$ cat src/rtl/mem_stage_ctrl.sv
// Purpose: MEM-stage sequencer that issues one dcache request per load/store and extracts load results.
// Latency: best case two stall cycles (request accepted in IDLE, response on the next cycle).
// Backpressure: request held stable while dc_req_ready is low; mem_stall holds the pipeline until the response.
module mem_stage_ctrl (
  input  logic        clk,
  input  logic        reset_n,
  input  logic        mem_valid,
  input  logic        mem_is_load,
  input  logic        mem_is_store,
  input  logic        mem_unsigned,
  input  logic [1:0]  mem_size,
  input  logic [63:0] mem_addr,
  input  logic [63:0] mem_wdata,
  input  logic        mem_wr_en,
  output logic        mem_stall,
  output logic [63:0] load_data,
  output logic        dc_req_valid,
  input  logic        dc_req_ready,
  output logic        dc_req_we,
  output logic [63:0] dc_req_addr,
  output logic [63:0] dc_req_wdata,
  output logic [1:0]  dc_req_size,
  input  logic        dc_resp_valid,
  input  logic [63:0] dc_resp_data
);

  typedef enum logic [2:0] {
    S_IDLE  = 3'd0,
    S_REQ   = 3'd1,
    S_WAIT  = 3'd2,
    S_DONE  = 3'd3,
    S_DRAIN = 3'd4
  } state_e;

  state_e      state_q, state_d;
  logic        is_load_q, is_load_d;
  logic        unsigned_q, unsigned_d;
  logic [1:0]  size_q, size_d;
  logic [2:0]  lane_q, lane_d;
  logic [63:0] load_data_q, load_data_d;

  logic        memop;
  logic        req_vld;
  logic        stall;
  logic        capture;
  logic        req_fire;
  logic [63:0] resp_shifted;
  logic [63:0] resp_ext;

  assign memop    = mem_valid & (mem_is_load | mem_is_store);
  assign req_fire = req_vld & dc_req_ready;

  // Request attributes are straight from the MEM register, which cannot change until mem_wr_en.
  assign dc_req_we    = mem_is_store;
  assign dc_req_addr  = mem_addr;
  assign dc_req_wdata = mem_wdata;
  assign dc_req_size  = mem_size;

  // Handshake outputs are forced quiet for as long as reset is held, not just after the first edge.
  assign dc_req_valid = req_vld & reset_n;
  assign mem_stall    = stall & reset_n;
  assign load_data    = load_data_q;

  // Next-state and handshake/stall decode; a flush (mem_wr_en while busy) either withdraws or drains.
  always_comb begin
    state_d = state_q;
    req_vld = 1'b0;
    stall   = 1'b0;
    capture = 1'b0;
    unique case (state_q)
      S_IDLE: begin
        if (memop) begin
          req_vld = 1'b1;
          stall   = 1'b1;
          if (dc_req_ready) begin
            state_d = mem_wr_en ? S_DRAIN : S_WAIT;
          end else if (!mem_wr_en) begin
            state_d = S_REQ;
          end
        end
      end
      S_REQ: begin
        req_vld = 1'b1;
        stall   = 1'b1;
        if (dc_req_ready) begin
          state_d = mem_wr_en ? S_DRAIN : S_WAIT;
        end else if (mem_wr_en) begin
          state_d = S_IDLE;
        end
      end
      S_WAIT: begin
        stall = 1'b1;
        if (dc_resp_valid) begin
          // A response landing on the flush edge is already consumed, so there is nothing left to drain.
          if (mem_wr_en) begin
            state_d = S_IDLE;
          end else begin
            state_d = S_DONE;
            capture = is_load_q;
          end
        end else if (mem_wr_en) begin
          state_d = S_DRAIN;
        end
      end
      S_DONE: begin
        if (mem_wr_en) begin
          state_d = S_IDLE;
        end
      end
      S_DRAIN: begin
        stall = memop;
        if (dc_resp_valid) begin
          state_d = S_IDLE;
        end
      end
      default: begin
        state_d = S_IDLE;
      end
    endcase
  end

  // Remember how to extend the result of the request that was just accepted.
  always_comb begin
    is_load_d  = is_load_q;
    unsigned_d = unsigned_q;
    size_d     = size_q;
    lane_d     = lane_q;
    if (req_fire) begin
      is_load_d  = mem_is_load;
      unsigned_d = mem_unsigned;
      size_d     = mem_size;
      lane_d     = mem_addr[2:0];
    end
  end

  // Pick the addressed lane out of the returned dword and sign/zero extend it.
  always_comb begin
    resp_shifted = dc_resp_data >> {lane_q, 3'b000};
    resp_ext     = dc_resp_data;
    unique case (size_q)
      2'd0: resp_ext = unsigned_q ? {56'd0, resp_shifted[7:0]}
                                  : {{56{resp_shifted[7]}}, resp_shifted[7:0]};
      2'd1: resp_ext = unsigned_q ? {48'd0, resp_shifted[15:0]}
                                  : {{48{resp_shifted[15]}}, resp_shifted[15:0]};
      2'd2: resp_ext = unsigned_q ? {32'd0, resp_shifted[31:0]}
                                  : {{32{resp_shifted[31]}}, resp_shifted[31:0]};
      default: resp_ext = dc_resp_data;
    endcase
    load_data_d = capture ? resp_ext : load_data_q;
  end

  // State and datapath registers.
  always_ff @(posedge clk or negedge reset_n) begin
    if (!reset_n) begin
      state_q     <= S_IDLE;
      is_load_q   <= 1'b0;
      unsigned_q  <= 1'b0;
      size_q      <= 2'd0;
      lane_q      <= 3'd0;
      load_data_q <= 64'd0;
    end else begin
      state_q     <= state_d;
      is_load_q   <= is_load_d;
      unsigned_q  <= unsigned_d;
      size_q      <= size_d;
      lane_q      <= lane_d;
      load_data_q <= load_data_d;
    end
  end

endmodule

$ cat config.mk
export PLATFORM = sky130hd
export DESIGN_NAME = mem_stage_ctrl
export DESIGN_NICKNAME = d
export VERILOG_FILES = /design/src/rtl/mem_stage_ctrl.sv
export SDC_FILE = /design/constraint.sdc
export NUM_CORES = 1
export LEC_CHECK = 0
export BUFFER_PORTS_ARGS = -buffer_cell sky130_fd_sc_hd__buf_2
export CAP_MARGIN = 40
export CORE_AREA = 2 2 154 156
export CTS_CLUSTER_SIZE = 10
export DETAILED_ROUTE_END_ITERATION = 16
export DIE_AREA = 0 0 156 158
export PLACE_DENSITY = 0.66
export SYNTH_ARGS = -nofsm -noshare
export SYNTH_HDL_FRONTEND = slang
export SYNTH_SLANG_ARGS = --single-unit
$ cat constraint.sdc
create_clock -name clk -period 2.6 [get_ports clk]
set_input_delay 0.39 -clock clk [delete_from_list [all_inputs] [get_ports clk]]
set_output_delay 0.39 -clock clk [all_outputs]
set_load 0.01 [all_outputs]
==> PnR_summary.wiki, run 1 <==
{| class="wikitable"
! Metric !! Value
|-
| Count of yosys warnings during synthesis || 0
|-
| RePlAce Congestion || 0.920
|-
| Prevailing post-synth register cell || sky130_fd_sc_hd__dfrtp_1
|-
| Slowest stage delay, CP || 0.51 ns
|-
| Global-route wire length before repair || 32000 µm
|-
| Area Growth Syn to Fin || 6.78%
|-
| Critical Path RT || 2.86 ns
|-
| Most frequent cells in the layout || 148 x sky130_fd_sc_hd__buf_2, 84 x sky130_fd_sc_hd__mux2i_1, 71 x sky130_fd_sc_hd__dfrtp_1
|-
| Multi-input gate area in the final layout || 2970 µm²
|-
| Slew at the pin closest to its max-slew limit || 0.628 ns
|-
| Reg2reg end || load_data[27]
|-
| Outcome || complete, no violations
|-
| Average cell area after synthesis || 8.78 µm²
|-
| Leakage power || 0.00295 µW
|-
| Overall fraction of global-route tracks in use || 0.172
|-
| Number of hold buffers added after CTS || 1
|-
| Maximum clock insertion buffer count || 2
|-
| PwrDens || approximately 1200 nW/µm²
|-
| Number of gates given a new drive strength after cts || 0
|-
| Number of fillers in the final layout || 2434
|-
| Seq/Total Area, Yosys || 0.306
|-
| Commonest non-fill, non-tap cell in the layout || sky130_fd_sc_hd__buf_2
|-
| Final count of pins violating max slew || 0
|-
| Type of the worst setup path || reg2reg
|-
| Minimum clock period after layout || around 2.3 ns
|-
| Count of non-filler cells in the finished layout || ~990
|-
| Total Negative Setup Slacks || 0 ns
|-
| Max stage delay cell, worst path || sky130_fd_sc_hd__dfrtp_2
|-
| Clock sinks || 74
|-
| Total number of vias || 5248
|-
| Critical path, cell by cell || mux2i_1, mux4_2, or4_1, o41a_4, a31oi_1
|-
| Later-pin clock latency in the skew report || between 0.3 and 0.4 ns
|-
| Final setup violation count || 0
|-
| Total of max-cap violations || 0
|-
| Logic depth of the worst register-to-register path || 5
|-
| Ratio of cells with drive above 1 in the final layout || 0.314
|-
| Via count normalized by instance count || 5.33
|-
| R2R Path Start || lane_q[0]
|-
| Synth cell types || 40
|-
| Number of synthesized flops with an enable pin || 0
|-
| Number of gates on the worst path with buffers counted || 5
|-
| Async set-or-reset flop fraction in the synthesized netlist || 1.00
|-
| Hold Path Class || in2reg
|-
| Worst path arrival time || 2.59 ns
|-
| Vias in the first global route || 5085
|-
| Routed length per instance || between 20 and 25 µm
|-
| Cell Area, Placed || 6130 µm²
|-
| Number of antenna violations at the first check in global routing || 11
|-
| Die boundary height || 158 µm
|-
| Number of H-tree branching levels || 3
|-
| Post-Synthesis Cell Area || ~6000 µm²
|-
| TritonCTS clock tree || built
|-
| Number of nets in the synthesized netlist || 893
|-
| DP Cell Count || 961
|-
| Register area || roughly 1900 µm²
|-
| Area of the die || 24600 µm²
|-
| Initial standard-cell utilization of the core || 0.263
|-
| Setup slack of the worst register-to-register path || 0.26 ns
|-
| Setup clock skew after layout || 0.00808 ns
|-
| Startpoint types || register
|-
| IO Port Bufs || 149
|-
| Estimated wirelength of the detail-placed design || 16100 µm
|-
| Number of register bits inferred by synthesis || 74
|-
| Initial DRC count || 505
|-
| Crit path max-delay family || multiplexers
|-
| Residual antenna-violating net count after detailed routing || 0
|-
| Crit path capture || load_data[27]
|-
| Number of detailed-route iterations in the first pass || 8
|-
| Share of the core filled with cells || 0.281
|-
| Total global routing overflow || 0
|-
| Tcrit/Tclk final || 0.898
|-
| FMAX || approximately 430 MHz
|-
| Library cell used as clock root buffer || sky130_fd_sc_hd__clkbuf_16
|-
| Post-route DRC || 0
|-
| Maximum VDD drop || ~0.43 mV
|-
| Crit path launch || lane_q[0]
|-
| RSZ-0062 raised after global routing || no
|-
| Post-layout nets || roughly 890
|-
| Clock slew seen by the registers of the worst setup and hold paths || 0.06 ns
|-
| Cell area after layout || 6470 µm²
|-
| Site Rows || 56
|-
| Pin count of the biggest net entering global routing || 75
|-
| Buffer and inverter count on the worst path || 0
|-
| Horiz. Die Dim || 156 µm
|-
| Placeable core region || between 20000 and 25000 µm²
|-
| Number of instances in the synthesized netlist || 690
|-
| Number of buffers added for setup after CTS || 0
|-
| Final Hold Violating Endpoints || 0
|-
| Clock buffer count from CTS || 9
|-
| Top Ports || 400
|-
| Highest fanout seen on the critical path || 48
|-
| Max_slew headroom || 0.581
|-
| Critical Path Sink Type || register
|-
| Final WL || 21500 µm
|}
cell families (layout without fill, tap and decap cells):
group	count (synthesis)	count (layout)	share of synthesized area
flip-flops	74	74	0.306
other	0	7	0
XOR/XNOR	1	1	0.00145
multiplexers	102	102	0.193
AO/OA/AOI/OAI	192	192	0.195
buffers and inverters	191	189	0.206
AND/OR/NAND/NOR	130	130	0.0994
stage by stage:
stage,hold WS [ns],power (µW),setup slack [ns]
after floorplan,0.0944,5290,0.384
after global placement,0.321,6510,0.339
after detailed placement,0.319,6580,0.298
after CTS,0.279,7940,0.287
after global routing,0.298,8520,0.144
final,0.286,7930,0.265
power breakdown:
group / switching, µW / leakage, µW / internal [µW]
combinational: 2550 / 0.00187 / 1870
clock: 510 / 0.000154 / 840
sequential: 446 / 0.000923 / 1710
layout make-up:
cell class	instances	share of cell area
well taps	290	0.0561
multi-input cells	425	0.459
repair buffers	169	0.145
clock buffers	11	0.0360
diodes	7	0.00271
clock inverters	5	0.0122
flip-flops and latches	74	0.287
inverters	4	0.00232
cell usage after synthesis (5+ instances only):
cell type,instances,area share
sky130_fd_sc_hd__dfrtp_1,74,0.31
sky130_fd_sc_hd__o22ai_1,14,0.014
sky130_fd_sc_hd__buf_4,132,0.16
sky130_fd_sc_hd__nor3_1,6,0.0050
sky130_fd_sc_hd__nand2_1,32,0.020
sky130_fd_sc_hd__a31oi_1,41,0.042
sky130_fd_sc_hd__buf_1,6,0.0037
sky130_fd_sc_hd__a31oi_2,10,0.021
sky130_fd_sc_hd__nand2b_1,8,0.0083
sky130_fd_sc_hd__a21oi_1,46,0.038
sky130_fd_sc_hd__mux4_2,11,0.041
sky130_fd_sc_hd__o211ai_1,5,0.0062
sky130_fd_sc_hd__o21ai_0,62,0.051
sky130_fd_sc_hd__clkbuf_1,37,0.023
sky130_fd_sc_hd__mux2i_1,84,0.14
sky130_fd_sc_hd__nor2_1,50,0.031
sky130_fd_sc_hd__or3_1,19,0.020
sky130_fd_sc_hd__buf_2,9,0.0074
sky130_fd_sc_hd__mux2_2,7,0.013
worst min-delay path by stage:
| stage | to | from | cells after the start |
|---|---|---|---|
| floorplan | is_load_q | reset_n | 0 |
| global placement | load_data[38] | reset_n | 1 |
| detailed placement | load_data[38] | reset_n | 1 |
| CTS | unsigned_q | mem_unsigned | 2 |
| global route | lane_q[1] | mem_addr[1] | 2 |
| finish | unsigned_q | mem_unsigned | 2 |
registers in the layout, summed over array words and instances (netlist names):
| register | count |
|---|---|
| unsigned_q | 1 |
| load_data | 64 |
| state_q | 3 |
| size_q | 2 |
| lane_q | 3 |
| is_load_q | 1 |
routing by layer:
| metal | share of wire | global-route usage | up-vias | wire [µm] |
|---|---|---|---|---|
| li1 | - | - | 2353 | - |
| met1 | 0.41 | 0.211 | 2543 | 8710 |
| met2 | 0.45 | 0.266 | 244 | 9760 |
| met3 | 0.089 | 0.0569 | 98 | 1920 |
| met4 | 0.048 | 0.0983 | 10 | 1030 |
| met5 | 0.0026 | 0 | - | 56 |
Note: power is estimated with default switching activity, not from simulation.
==> inputs of run 2 (changes only) <==
Settings changed: CELL_PAD_IN_SITES_DETAIL_PLACEMENT set to 1, CELL_PAD_IN_SITES_GLOBAL_PLACEMENT set to 1, PLACE_DENSITY 0.66 to 0.85.
==> run 2 against run 1 <==
  * Fmax fell by 2.4%
  * Cell area barely moved
  * Sequential share of layout area barely moved
  * Global-route usage rose by 1.4 points
  * Critical path type unchanged
  * Largest cell class unchanged
  * Highest routed layer unchanged
==> PnR_summary.wiki, run 2 (same netlist as run 1, synthesis figures left out) <==
{| class="wikitable"
! Metric !! Value
|-
| Max_slew headroom || 0.403
|-
| Site Rows || between 50 and 60
|-
| Clock slew seen by the registers of the worst setup and hold paths || about 0.07 ns
|-
| Horiz. Die Dim || ~160 µm
|-
| Number of flip-flops in the largest register || between 60 and 70
|-
| Clock buffer count from CTS || 9
|-
| Worst path arrival time || 2.64 ns
|-
| RSZ-0062 raised after global routing || no
|-
| RePlAce Congestion || 0.894
|-
| Number of detailed-route iterations in the first pass || 5
|-
| R2R Path Start || lane_q[0]
|-
| Minimum clock period after layout || 2.39 ns
|-
| Die boundary height || 158 µm
|-
| Total global routing overflow || 0
|-
| Logic depth of the worst register-to-register path || 5
|-
| Global-route wire length before repair || between 30000 and 40000 µm
|-
| Final WL || 23300 µm
|-
| Routed length per instance || 23.7 µm
|-
| Later-pin clock latency in the skew report || 0.36 ns
|-
| PwrDens || 1240 nW/µm²
|-
| Initial DRC count || 446
|-
| Min-Delay Endpoint || unsigned_q
|-
| Vias in the first global route || 5375
|-
| Number of fillers in the final layout || 2721
|-
| Commonest non-fill, non-tap cell in the layout || sky130_fd_sc_hd__buf_2
|-
| Total number of vias || 5279
|-
| Antenna diode instance count || 0
|-
| Reg2reg end || load_data[30]
|-
| Ratio of cells with drive above 1 in the final layout || 0.318
|-
| Startpoint types || register
|-
| Pin count of the biggest net entering global routing || 66
|-
| IO Port Bufs || about 150
|-
| Initial standard-cell utilization of the core || 0.263
|-
| Maximum VDD drop || 0.482 mV
|-
| Clock sinks || between 70 and 80
|-
| Final count of pins violating max slew || 0
|-
| Area Growth Syn to Fin || 6.82%
|-
| Overall fraction of global-route tracks in use || 0.187
|-
| Number of H-tree branching levels || 3
|-
| Type of the worst setup path || reg2reg
|-
| FMAX || 418 MHz
|-
| Worst Hold Path Cells || 2
|-
| Library cell used as clock root buffer || sky130_fd_sc_hd__clkbuf_16
|-
| Most frequent cells in the layout || 148 x sky130_fd_sc_hd__buf_2, 84 x sky130_fd_sc_hd__mux2i_1, 71 x sky130_fd_sc_hd__dfrtp_1
|-
| Residual antenna-violating net count after detailed routing || 0
|-
| Setup clock skew after layout || 0.00807 ns
|-
| Placeable core region || 23100 µm²
|-
| Tcrit/Tclk final || 0.920
|-
| Post-route DRC || 0
|-
| Maximum clock insertion buffer count || 2
|-
| Final Hold Violating Endpoints || 0
|-
| Min-delay src || mem_unsigned
|-
| Total of max-cap violations || 0
|-
| Post-layout nets || slightly below 900
|-
| TritonCTS clock tree || built
|-
| Estimated wirelength of the detail-placed design || approximately 18000 µm
|-
| Leakage power || 0.00295 µW
|-
| Via count normalized by instance count || approximately 5.4
|-
| Top Ports || 400
|-
| Slew at the pin closest to its max-slew limit || 0.893 ns
|-
| Area of the die || 24600 µm²
|-
| Outcome || complete, no violations
|-
| Critical Path Sink Type || register
|-
| Number of antenna violations at the first check in global routing || 1
|-
| Setup slack of the worst register-to-register path || 0.21 ns
|-
| Critical Path RT || ~2.9 ns
|-
| Total design power || 8030 µW
|-
| Hold Path Class || in2reg
|-
| Total Negative Setup Slacks || 0 ns
|-
| Final setup violation count || 0
|-
| Highest fanout seen on the critical path || 48
|}
-- run 2: worst max path at each step --
stage | end | slack, ns | start | depth (start not counted)
2_1_floorplan | load_data[62] | 0.38 | lane_q[0] | 9
3_3_place_gp | load_data[30] | 0.34 | dc_resp_data[63] | 6
3_5_place_dp | load_data[30] | 0.19 | dc_resp_data[63] | 6
4_1_cts | load_data[30] | 0.18 | lane_q[0] | 5
5_1_grt | load_data[30] | 0.09 | lane_q[0] | 5
6_report | load_data[30] | 0.21 | lane_q[0] | 5
-- run 2: final cells by class --
class / instances / area (µm²) / area share
clock buffer: 10 / 239 / 0.0369
clock inverter: 6 / 97.6 / 0.0151
inverter: 4 / 15.0 / 0.00232
multi-input combinational: 425 / 2970 / 0.458
sequential: 74 / 1860 / 0.287
tap: 290 / 363 / 0.0561
timing repair buffer: 170 / 933 / 0.144
-- run 2: repair_timing --
action / CTS / global route
buffers inserted: 0 / 0
hold buffers: 1 / 0
resized for setup: 0 / 0
endpoints found under the hold margin: 21 / 0
-- run 2: per-layer routing --
layer	vias up	share of wire	GRT usage
met3	76	0.088	0.0520
met2	265	0.50	0.334
li1	2335	-	-
met1	2601	0.38	0.213
met5	-	0.00047	0
met4	2	0.029	0.0668
-- run 2: worst max-delay path: stages, from the launching register on --
cell and delay [ns]:
sky130_fd_sc_hd__dfrtp_2 0.49, sky130_fd_sc_hd__mux2i_1 0.17, sky130_fd_sc_hd__mux4_2 0.50, sky130_fd_sc_hd__or4_1 0.47
sky130_fd_sc_hd__o41a_4 0.33, sky130_fd_sc_hd__o211ai_1 0.32
-- run 2: through the flow --
step                      setup WS (ns)  utilization  instance area [µm²]  std cells  hold WS (ns)
after floorplan                   0.384            -                 6060        690        0.0944
after global placement            0.337        0.266                 6120        962         0.330
after detailed placement          0.193        0.266                 6120        962         0.335
after CTS                         0.181        0.281                 6470        979         0.265
after global routing             0.0898        0.281                 6470        979         0.280
final                             0.208        0.281                 6470        979         0.274
-- run 2: report_power, final --
group	internal, µW	leakage [µW]	total [µW]	switching (µW)
sequential	1710	0.000923	2170	466
combinational	1850	0.00187	4410	2560
clock	881	0.000165	1450	569
total	4440	0.00295	8030	3600
